==> config.mk <==
export PLATFORM = sky130hd
export DESIGN_NAME = gcd_host_sequencer
export DESIGN_NICKNAME = d
export VERILOG_FILES = /design/src/rtl/gcd_host_sequencer_pkg.sv /design/src/rtl/gcd_timeout_ctr.sv /design/src/rtl/gcd_host_sequencer.sv
export SDC_FILE = /design/constraint.sdc
export NUM_CORES = 1
export LEC_CHECK = 0
export BUFFER_PORTS_ARGS = -buffer_cell sky130_fd_sc_hd__buf_2
export CAP_MARGIN = 20
export CORE_UTILIZATION = 35
export DETAILED_ROUTE_END_ITERATION = 8
export GPL_ROUTABILITY_DRIVEN = 1
export HOLD_SLACK_MARGIN = 0.03
export MAX_ROUTING_LAYER = met4
export PLACE_DENSITY = 0.58
export REMOVE_ABC_BUFFERS = 1
export SLEW_MARGIN = 20
export SYNTH_ARGS = -nofsm -noshare
export SYNTH_HDL_FRONTEND = slang
export SYNTH_HIERARCHICAL = 1
export SYNTH_SLANG_ARGS = --single-unit
==> constraint.sdc <==
create_clock -name clk -period 3.3 [get_ports clk]
set_input_delay 0.825 -clock clk [delete_from_list [all_inputs] [get_ports clk]]
set_output_delay 0.825 -clock clk [all_outputs]
set_load 0.1 [all_outputs]
==> src/rtl/gcd_host_sequencer_pkg.sv <==
// Shared definitions for the GCD host sequencer: sequencer state encoding and default widths.
package gcd_host_sequencer_pkg;

  localparam int GCD_WIDTH   = 16;
  localparam int GCD_TIMEOUT = 131072;
  localparam int GCD_TO_W    = 18;

  typedef enum logic [2:0] {
    ST_IDLE   = 3'd0,
    ST_LOAD_A = 3'd1,
    ST_LOAD_B = 3'd2,
    ST_WAIT   = 3'd3,
    ST_FLUSH  = 3'd4,
    ST_RESP   = 3'd5
  } state_t;

endpackage

==> src/rtl/gcd_timeout_ctr.sv <==
// Clear/enable cycle counter with a terminal-count flag raised at TIMEOUT-1.
module gcd_timeout_ctr #(
  parameter int TO_W    = 18,
  parameter int TIMEOUT = 131072
) (
  input  logic clk,
  input  logic rst,
  input  logic clr,
  input  logic en,
  output logic tc
);

  logic [TO_W-1:0] cnt_reg;

  always_ff @(posedge clk) begin
    if (rst || clr) begin
      cnt_reg <= '0;
    end else if (en) begin
      cnt_reg <= cnt_reg + 1'b1;
    end
  end

  assign tc = (cnt_reg == TO_W'(TIMEOUT - 1));

endmodule

==> src/rtl/gcd_host_sequencer.sv <==
// Operand-load initiator for the GCD core: loads A then B, waits for done or timeout,
// flushes the core and returns the result on a valid/ready output.
module gcd_host_sequencer
  import gcd_host_sequencer_pkg::*;
#(
  parameter int WIDTH   = GCD_WIDTH,
  parameter int TIMEOUT = GCD_TIMEOUT,
  parameter int TO_W    = GCD_TO_W
) (
  input  logic             clk,
  input  logic             rst,
  input  logic             in_valid,
  output logic             in_ready,
  input  logic [WIDTH-1:0] in_a,
  input  logic [WIDTH-1:0] in_b,
  output logic             out_valid,
  input  logic             out_ready,
  output logic [WIDTH-1:0] out_result,
  output logic             out_err,
  output logic             core_rst,
  output logic             core_start,
  output logic [WIDTH-1:0] core_data,
  input  logic             core_done,
  input  logic [WIDTH-1:0] core_result
);

  state_t           state_reg, state_next;
  logic [WIDTH-1:0] b_reg, b_next;
  logic [WIDTH-1:0] result_reg, result_next;
  logic             err_reg, err_next;
  logic [WIDTH-1:0] core_data_reg, core_data_next;
  logic             in_ready_reg, out_valid_reg, core_start_reg, flush_reg;
  logic             to_tc;

  gcd_timeout_ctr #(
    .TO_W   (TO_W),
    .TIMEOUT(TIMEOUT)
  ) u_timeout (
    .clk(clk),
    .rst(rst),
    .clr(state_reg != ST_WAIT),
    .en (state_reg == ST_WAIT),
    .tc (to_tc)
  );

  always_comb begin
    state_next     = state_reg;
    b_next         = b_reg;
    result_next    = result_reg;
    err_next       = err_reg;
    core_data_next = '0;
    case (state_reg)
      ST_IDLE: begin
        if (in_valid) begin
          b_next = in_b;
          if (in_a != '0 && in_b != '0) begin
            state_next     = ST_LOAD_A;
            core_data_next = in_a;
          end else begin
            // Zero operand: gcd is the other operand, core is never started
            state_next  = ST_RESP;
            result_next = in_a | in_b;
            err_next    = (in_a == '0) && (in_b == '0);
          end
        end
      end
      ST_LOAD_A: begin
        state_next     = ST_LOAD_B;
        core_data_next = b_reg;
      end
      ST_LOAD_B: state_next = ST_WAIT;
      ST_WAIT: begin
        // Done takes priority over a coincident timeout
        if (core_done) begin
          state_next  = ST_FLUSH;
          result_next = core_result;
          err_next    = 1'b0;
        end else if (to_tc) begin
          state_next  = ST_FLUSH;
          result_next = '0;
          err_next    = 1'b1;
        end
      end
      ST_FLUSH: state_next = ST_RESP;
      ST_RESP: begin
        if (out_ready) state_next = ST_IDLE;
      end
      default: state_next = ST_IDLE;
    endcase
  end

  always_ff @(posedge clk) begin
    if (rst) begin
      state_reg      <= ST_IDLE;
      b_reg          <= '0;
      result_reg     <= '0;
      err_reg        <= 1'b0;
      core_data_reg  <= '0;
      in_ready_reg   <= 1'b1;
      out_valid_reg  <= 1'b0;
      core_start_reg <= 1'b0;
      flush_reg      <= 1'b0;
    end else begin
      state_reg      <= state_next;
      b_reg          <= b_next;
      result_reg     <= result_next;
      err_reg        <= err_next;
      core_data_reg  <= core_data_next;
      in_ready_reg   <= (state_next == ST_IDLE);
      out_valid_reg  <= (state_next == ST_RESP);
      core_start_reg <= (state_next == ST_LOAD_A);
      flush_reg      <= (state_next == ST_FLUSH);
    end
  end

  assign in_ready   = in_ready_reg;
  assign out_valid  = out_valid_reg;
  assign out_result = result_reg;
  assign out_err    = err_reg;
  assign core_start = core_start_reg;
  assign core_data  = core_data_reg;
  // The core follows the system reset as well as the post-job flush pulse
  assign core_rst   = rst | flush_reg;

endmodule
==> run metrics <==
reg2reg setup slack=0.95 ns; Synth Area per Inst=8.366 um2; PortBufs=89; CP Launch Type=input port; sequential-to-total area share from yosys stat=42.36%; initial antenna violation count=1; unique cell type count in the Yosys netlist=46; Routed Antenna Nets=0; total core area=0.009729 mm2; worst setup margin=0.8757 ns; Worst Path Arrival=1.60 ns; DR vias/cell=5.477; FMAX=412.5 MHz; Detailed Place HPWL=7096 um; Remaining Overflow, GRT=0; share of the synthesized area in the top cell type=42.36%; Clock Latency Late Sink=0.37 ns; die area=0.01040 mm2; RSZ-0062 raised after global routing=no; placed insts=616; GRT Resource Usage Total=20.62%; min Tclk post-route=2.424 ns; synthesized area=0.003497 mm2; final wirelength=10,100 um; Placement Cell Area=0.004043 mm2; Area growth syn-to-layout=22.65%; CP Capture Type=output port; largest net degree at the start of global routing=35; clk root buf=clkbuf_8; HP Class=reg -> reg; fraction of registers with async set/reset=0%; GPL Wtd Cong=0.8519; DRT iter0 DRCs=253; clk_skew=0.01426 ns; max reg flops=18; Max VDD drop=0.1908 mV; Yosys reg bits=74; Die W=102.0 um; Slew Limit Fails=0; status=complete, no violations; layout cells sized above 1=26.85%; Slew @ Worst Pin=0.7420 ns; Num Clock Sinks=74; drt wl/cell=15.95 um; total number of yosys warnings=6; Syn Inst Count=418; CTS max path bufs=2; ranking of synthesized cells by area=dfxtp_1 (42%), nand4_1 (7.0%), nand2_1 (6.5%), a21oi_1 (6.3%), o221ai_2 (4.3%); Die Y=102.0 um; vias in the first global route=3,124; CTS tree=done; # IOs=90; post_cts resized=0; EDFF count, synth=0; # hold bufs at CTS=0; Inserted Clock Buffers=9; CP required=2.47 ns; H-tree levels=3; final instance area=0.004289 mm2; post-route clock period utilization=73.46%; post-CTS setup buffer count=0; Fin. Hold Viols=0; Final setup viols=0; Power Dens Cells=534.6 mW/mm2; MaxCap Viol Count=0; Pleak=1.611 nW; Non-Filler Instances=633; first-pass GRT wire length=15,890 um; clock slew at reported path FFs=0.08 ns; Post-Route Setup TNS=0 ns; # rows=36; CP max FO=19; pre-CTS setup slack=0.8802 ns; Final Net Count=548; Crit Path Class=in -> out; Starting Density=35.94%; # DRC=0; routed vias=3,467; TritonRoute pass-1 iters=5; Synth Flop Type=dfxtp_1; Rel. slew slack=50.50%; Synth area leader=dfxtp_1
synth_stat cells (2+ instances only):
| cell type | instances |
|---|---|
| inv_1 | 4 |
| a22oi_1 | 16 |
| and4b_1 | 2 |
| or3_1 | 4 |
| o21ai_0 | 6 |
| buf_6 | 3 |
| xor2_1 | 4 |
| a41o_1 | 2 |
| nand4_1 | 39 |
| nor4_1 | 14 |
| and2_1 | 4 |
| or4_1 | 16 |
| and4_1 | 2 |
| buf_1 | 2 |
| nor2_1 | 37 |
| or2_2 | 3 |
| o221ai_1 | 6 |
| nand3_1 | 4 |
| nor3_1 | 4 |
| o221ai_2 | 10 |
| nand2_1 | 61 |
| buf_2 | 8 |
| nor3b_1 | 2 |
| xnor2_1 | 6 |
| clkbuf_1 | 22 |
| dfxtp_1 | 74 |
| a21oi_1 | 44 |
metrics by stage:
step           power (mW)  util [%]  hold WS, ns
2_1_floorplan       1.305         -       0.4305
3_3_place_gp        1.441     41.55       0.4412
3_5_place_dp        1.444     41.55       0.4449
4_1_cts             2.312     44.06       0.4499
5_1_grt             2.381     44.08       0.4694
6_report            2.293     44.08       0.4496
cell usage in the layout, fill, tap and decap left out, types with 6 or more instances in the layout:
master	instances
o21ai_0	6
or4_1	16
nand4_1	39
dfxtp_1	74
nor4_1	14
o221ai_2	10
buf_4	11
nor2_1	37
a21oi_1	44
o221ai_1	6
nand2_1	61
xnor2_1	6
a22oi_1	16
clkbuf_8	10
buf_2	88
layout make-up:
cell class	instances	area, um2
Timing Repair Buffer	100	543.0
Clock inverter	4	98.84
Inverter	4	15.01
Fill cell	1007	5440
Tap cell	133	166.4
Antenna cell	1	2.502
Multi-Input combinational cell	305	1837
Clock buffer	12	145.1
Sequential cell	74	1481
where the power goes:
group | total [mW] | switching (mW) | internal (mW) | leakage (nW)
sequential | 0.965 | 0.0282 | 0.937 | 0.601
clock | 0.869 | 0.344 | 0.525 | 0.121
combinational | 0.459 | 0.350 | 0.109 | 0.889
total | 2.29 | 0.722 | 1.57 | 1.61
path summary, 6_finish.rpt:
kind                                            from             end  cells past startpoint
worst min register to register              b_reg[1]    core_data[1]                      2
worst max-delay path                             rst        core_rst                      3
worst max register to register  u_timeout/cnt_reg[4]  out_result[10]                      8
worst min-delay path                        b_reg[1]    core_data[1]                      2
cell families (layout without fill, tap and decap cells):
kind of cell | Yosys count | after routing | synth area share, %
muxes | 1 | 1 | 0.2862
DFF | 74 | 74 | 42.36
buffers and inverters | 39 | 120 | 5.116
adders and majority gates | 1 | 1 | 0.3577
and+or+nand+nor | 201 | 201 | 30.48
other | 0 | 1 | 0
xor gates and xnor gates | 10 | 10 | 2.504
AOI/OAI and AO/OA | 92 | 92 | 18.89
routing by layer:
metal	part of all wire, %	global-route usage (%)
met1	48	28.23
met2	45	30.20
met3	5.2	3.967
met4	1.8	7.253
met5	0	-
worst max-delay path: stages:
cell	delay, ns
buf_2	0.23
or2_2	0.35
buf_12	0.17
Power figures use the tool's default switching activity.
